$ cat src/rtl/sad_accumulator_if.sv
// rtl/sad_accumulator_if.sv - difference-stream and frame-result bundle for sad_accumulator
interface sad_accumulator_if #(
    parameter int DIFF_W = 4,
    parameter int SUM_W  = 8
);
    logic              start;
    logic [DIFF_W-1:0] diff;
    logic              diff_valid;
    logic              ready;
    logic              busy;
    logic [SUM_W-1:0]  sum;
    logic              done;
    logic              overflow;

    modport master (
        output start, diff, diff_valid,
        input  ready, busy, sum, done, overflow
    );

    modport slave (
        input  start, diff, diff_valid,
        output ready, busy, sum, done, overflow
    );
endinterface

$ cat src/rtl/sad_accumulator.sv
// rtl/sad_accumulator.sv - saturating sum-of-absolute-differences frame accumulator
module sad_accumulator #(
    parameter int N_SAMPLES = 8,
    parameter int DIFF_W    = 4,
    parameter int SUM_W     = 8,
    localparam int CNT_W    = $clog2(N_SAMPLES + 1)
) (
    input  logic              CLK,
    input  logic              RST_N,
    sad_accumulator_if.slave  bus
);

    typedef enum logic [1:0] {
        IDLE  = 2'd0,
        ACCUM = 2'd1,
        DONE  = 2'd2
    } state_t;

    localparam logic [CNT_W-1:0] LAST_CNT = CNT_W'(N_SAMPLES - 1);

    state_t            state;
    state_t            state_next;
    logic              clear;
    logic              accept;
    logic              last;

    logic [SUM_W-1:0]  acc;
    logic [CNT_W-1:0]  count;
    logic [SUM_W-1:0]  sum_q;
    logic              overflow_q;

    // One extra bit catches the carry that signals saturation.
    logic [SUM_W:0]    acc_wide;
    logic              acc_sat;
    logic [SUM_W-1:0]  acc_add;

    assign acc_wide = {1'b0, acc} + {{(SUM_W + 1 - DIFF_W){1'b0}}, bus.diff};
    assign acc_sat  = acc_wide[SUM_W];
    assign acc_add  = acc_sat ? {SUM_W{1'b1}} : acc_wide[SUM_W-1:0];

    always_ff @(posedge CLK or negedge RST_N) begin
        if (!RST_N) begin
            state <= IDLE;
        end else begin
            state <= state_next;
        end
    end

    always_comb begin
        state_next = state;
        clear      = 1'b0;
        accept     = 1'b0;
        last       = 1'b0;
        case (state)
            IDLE: begin
                if (bus.start) begin
                    state_next = ACCUM;
                    clear      = 1'b1;
                end
            end
            ACCUM: begin
                // A restart wins over any difference presented in the same cycle.
                if (bus.start) begin
                    clear = 1'b1;
                end else if (bus.diff_valid) begin
                    accept = 1'b1;
                    if (count == LAST_CNT) begin
                        last       = 1'b1;
                        state_next = DONE;
                    end
                end
            end
            DONE: begin
                if (bus.start) begin
                    state_next = ACCUM;
                    clear      = 1'b1;
                end else begin
                    state_next = IDLE;
                end
            end
            default: begin
                state_next = IDLE;
            end
        endcase
    end

    always_ff @(posedge CLK or negedge RST_N) begin
        if (!RST_N) begin
            acc        <= '0;
            count      <= '0;
            sum_q      <= '0;
            overflow_q <= 1'b0;
        end else if (clear) begin
            acc        <= '0;
            count      <= '0;
            overflow_q <= 1'b0;
        end else if (accept) begin
            acc   <= acc_add;
            count <= count + CNT_W'(1);
            if (acc_sat) begin
                overflow_q <= 1'b1;
            end
            if (last) begin
                sum_q <= acc_add;
            end
        end
    end

    // Handshake outputs decode only the state register, keeping DiffValid off the Ready path.
    assign bus.ready    = (state == ACCUM);
    assign bus.busy     = (state == ACCUM);
    assign bus.done     = (state == DONE);
    assign bus.sum      = sum_q;
    assign bus.overflow = overflow_q;

endmodule

$ cat src/flat_wrapper.sv
// flat-port wrapper written by rule: the top's interface ports become plain ports
module sad_accumulator_flat 
#(
    parameter int N_SAMPLES = 8,
    parameter int DIFF_W    = 4,
    parameter int SUM_W     = 8,
    localparam int CNT_W    = $clog2(N_SAMPLES + 1)
)
  (CLK, RST_N, bus_start, bus_diff, bus_diff_valid, bus_ready, bus_busy, bus_sum, bus_done, bus_overflow);
  sad_accumulator_if #(.DIFF_W(DIFF_W), .SUM_W(SUM_W)) bus_i ();
  input  logic CLK;
  input  logic RST_N;
  input wire logic [$bits(bus_i.start)-1:0] bus_start;
  input wire logic [$bits(bus_i.diff)-1:0] bus_diff;
  input wire logic [$bits(bus_i.diff_valid)-1:0] bus_diff_valid;
  output wire logic [$bits(bus_i.ready)-1:0] bus_ready;
  output wire logic [$bits(bus_i.busy)-1:0] bus_busy;
  output wire logic [$bits(bus_i.sum)-1:0] bus_sum;
  output wire logic [$bits(bus_i.done)-1:0] bus_done;
  output wire logic [$bits(bus_i.overflow)-1:0] bus_overflow;
  assign bus_i.start = bus_start;
  assign bus_i.diff = bus_diff;
  assign bus_i.diff_valid = bus_diff_valid;
  assign bus_ready = bus_i.ready;
  assign bus_busy = bus_i.busy;
  assign bus_sum = bus_i.sum;
  assign bus_done = bus_i.done;
  assign bus_overflow = bus_i.overflow;
  sad_accumulator #(.N_SAMPLES(N_SAMPLES), .DIFF_W(DIFF_W), .SUM_W(SUM_W)) u_core (.CLK(CLK), .RST_N(RST_N), .bus(bus_i));
endmodule
$ cat config.mk
export PLATFORM = sky130hd
export DESIGN_NAME = sad_accumulator_flat
export DESIGN_NICKNAME = d
export VERILOG_FILES = /design/src/rtl/sad_accumulator_if.sv /design/src/rtl/sad_accumulator.sv /design/src/flat_wrapper.sv
export SDC_FILE = /design/constraint.sdc
export NUM_CORES = 1
export LEC_CHECK = 0
export CORE_AREA = 2 2 63 53
export DETAILED_ROUTE_END_ITERATION = 16
export DIE_AREA = 0 0 65 55
export PLACE_DENSITY = 0.67
export SLEW_MARGIN = 40
export SYNTH_ARGS = -nofsm -noshare
export SYNTH_HDL_FRONTEND = slang
export SYNTH_SLANG_ARGS = --single-unit
$ cat constraint.sdc
create_clock -name CLK -period 2.4 [get_ports CLK]
set_input_delay 0.36 -clock CLK [delete_from_list [all_inputs] [get_ports CLK]]
set_output_delay 0.36 -clock CLK [all_outputs]
set_load 0.01 [all_outputs]
==> results of run 1 <==
-- cells in the final DEF, fill, tap and decap left out, types with 4 or more instances in the layout --
| master | Yosys | layout |
|---|---|---|
| a21oi_1 | 11 | 11 |
| clkdlybuf4s50_1 | 0 | 19 |
| ha_1 | 5 | 5 |
| buf_4 | 2 | 6 |
| a31oi_1 | 7 | 7 |
| nand2_1 | 14 | 14 |
| o21ai_1 | 4 | 4 |
| dfrtp_1 | 23 | 23 |
| o21ai_0 | 4 | 4 |
| nor2_1 | 7 | 7 |
-- power by group --
group	internal, uW	switching [uW]
clock	119	128
sequential	402	14.2
combinational	65.3	76.5
total	586	219
-- flip-flops by register name, summed over array words and instances, names as in the netlist --
signal / cells
u_core.bus.sum: 8
u_core.state: 2
u_core.count: 4
u_core.bus.overflow: 1
u_core.acc: 8
-- area by class of cell --
| cell class | count | area share |
|---|---|---|
| Multi-Input combinational cell | 91 | 0.401 |
| Sequential cell | 23 | 0.375 |
| Timing Repair Buffer | 25 | 0.153 |
| Tap cell | 40 | 0.0326 |
| Clock buffer | 4 | 0.0293 |
| Inverter | 4 | 0.00977 |
-- per-stage QoR --
step                cell area, um2  utilization  cells
floorplan                     1250            -    124
finish                        1540        0.521    187
detailed placement            1490        0.506    183
global route                  1540        0.521    187
global placement              1490        0.506    183
CTS                           1540        0.521    187
-- cells by family (layout without fill, tap and decap cells) --
logic type / after synthesis / count (layout) / synth area share
compound gates: 41 / 41 / 0.222
flops: 23 / 23 / 0.459
xor+xnor: 5 / 5 / 0.0349
fa+ha+maj: 6 / 6 / 0.0659
buf+inv: 10 / 33 / 0.0499
simple gates: 39 / 39 / 0.169
-- cells in the mapped netlist, drive strengths merged (2+ instances only) --
library cell	instances
o31ai	2
ha	5
nand2	15
inv	4
a21o	2
dfrtp	23
a22o	2
a21oi	11
xor2	2
a31oi	7
a211oi	2
nor2	8
and3	2
buf	6
nand3	2
nor2b	3
o21ai	8
xnor2	3
nor3	2
and2	2
-- how the worst max path moves through the flow --
stage | slack [ns] | depth (start not counted) | end
floorplan | 0.47 | 7 | u_core.acc[6]
global placement | 0.04 | 8 | u_core.acc[0]
detailed placement | -0.02 | 7 | u_core.bus.sum[6]
CTS | 0.24 | 7 | u_core.bus.sum[6]
global route | 0.14 | 8 | u_core.acc[0]
finish | 0.27 | 7 | u_core.bus.sum[6]
-- routing by layer --
metal	part of all wire	track usage	up-vias
met2	0.45	0.289	26
met3	0.053	0.0425	2
met1	0.49	0.234	468
met5	0	0	-
met4	0.0053	0.0284	0
li1	-	-	497
-- worst max-delay path: cells and delay by family --
| family | cells | cell delay [ns] |
|---|---|---|
| compound gates | 3 | 0.69 |
| simple gates | 1 | 0.22 |
| buf+inv | 1 | 0.40 |
| fa+ha+maj | 2 | 0.62 |
==> results.yml, run 1 <==
run_status:
  status: "completed"
detailed_routing:
  drt-total-wl_um: 2660
  via_per_inst: 5.31
  drc: 0
  route.vias.total: 993
  first_pass_iters: 4
  antenna_left: 0
  initialDrtViolationCount: 60
  wl_per_cell_um: 14.2
cells_and_area:
  layout.nets: 162
  seqCellArea_um2: 576
  drive_gt1_frac: 0.122
  fillers: 290
  area_growth_syn_to_layout_pct: 22.6
  multiInputGateArea_um2: 616
  diodes: 0
critical_path:
  crit_top_cell: "a21o_1"
  crit_fanout: 7
  cp-startpoint: "bus_diff[0]"
  worst_r2r_path_depth: 6
  crit_required_ns: 2.57
  path_class: "in2reg"
  cp_cell_sequence: "clkdlybuf4s50_1 > ha_1 > fa_1 > a21o_1 > a21o_1 > and4_1 > o31ai_1"
  critPathSlowestCell: "clkdlybuf4s50_1"
  cp-end-kind: "register"
  arrival_ns: 2.30
  cpPeakStageDelay_ns: 0.40
  r2r_setup_slack_ns: 0.40
  critPathLaunchType: "primary input"
  r2r-end: "u_core.bus.sum[6]"
  rr_startpoint: "u_core.acc[0]"
synth:
  syn_nets: 138
  synth_area_leaders: "dfrtp_1, ha_1, a21oi_1, nand2_1, a31oi_1"
  yosys_most_used_dff: "dfrtp_1"
  synth_cells: 124
  yosys_warnings: 0
  synth-edff-count: 0
  synthDistinctLibCells: 41
  synth_top_area_frac: 0.459
  syn_avg_cell_area_um2: 10.1
  synthArstFlopShare: 1.00
  synth.cell_area_mm2: 0.00125
  yosys_register_bits: 23
  yosysSeqAreaShare: 0.459
  synth_top_cell_by_area: "dfrtp_1"
timing:
  tightest_slew_ns: 0.383
  post-route-min-period_ns: 2.13
  whs_ns: 0.444
  fin_crit_sh: 0.886
  hold_viol_final: 0
  fin_ws_ns: 0.274
  setup_viol: 0
  slew_violations: 0
  rsz0062_at_grt: "false"
  clock.fmax_mhz: 470
  relSlewSlack: 0.745
  skew_ns: 0.00139
  finalSetupTns_ns: 0
global_route:
  antenna_found_initial: 0
  first_global_vias: 1008
  grt_usage: 0.172
  grt_max_degree: 24
  globalRouteOverflowTotal: 0
  grt_pass1_wl_um: 4630
place:
  hpwl_um: 1960
  portBuffers: 19
  dp_slack_ns: -0.0220
  gp_congestion: 0.866
clock_tree:
  cts_tree: "built"
  clk_pin_slew_ns: 0.08
  htree_levels: 1
  cts_hold_buf: 0
  clockRootBuffer: "clkbuf_8"
  clockBufferDepth: 2
  cts-resized-gates: 0
  cts_made_buffers: 3
  clock-sinks: 23
  post-cts-setup-buffers: 0
  clk_latency_ns: 0.27
die:
  rows: 18
  die_area_mm2: 0.00358
  die_w_um: 65
  die_y_um: 55
  start_util: 0.425
  core-area_mm2: 0.00295
  num_io_pins: 20
power_and_ir_drop:
  finalPower_uw: 804
  power.leakage_uw: 0.000679
  peakVddDrop_v: 0.000270
  power_density_mw_per_mm2: 523
worst_hold_path:
  hold_path_class: "in2async"
job:
  cap_violations: 0
Note: power is estimated with default switching activity, not from simulation.
==> run 2: changes to the inputs <==
--- a/config.mk
+++ b/config.mk
@@ -6,10 +6,10 @@
 export NUM_CORES = 1
 export LEC_CHECK = 0
 export CORE_AREA = 2 2 63 53
+export CTS_CLUSTER_SIZE = 40
 export DETAILED_ROUTE_END_ITERATION = 16
 export DIE_AREA = 0 0 65 55
 export PLACE_DENSITY = 0.67
-export SLEW_MARGIN = 40
 export SYNTH_ARGS = -nofsm -noshare
 export SYNTH_HDL_FRONTEND = slang
 export SYNTH_SLANG_ARGS = --single-unit
==> results of run 2 <==
Final layout, timing and power as in run 1 (identical DEF).
==> run 3: changes to the inputs <==
--- a/config.mk
+++ b/config.mk
@@ -13,3 +13,4 @@
 export SYNTH_ARGS = -nofsm -noshare
 export SYNTH_HDL_FRONTEND = slang
 export SYNTH_SLANG_ARGS = --single-unit
+export TNS_END_PERCENT = 30
==> results of run 3 <==
Final layout, timing and power as in run 1 (identical DEF).
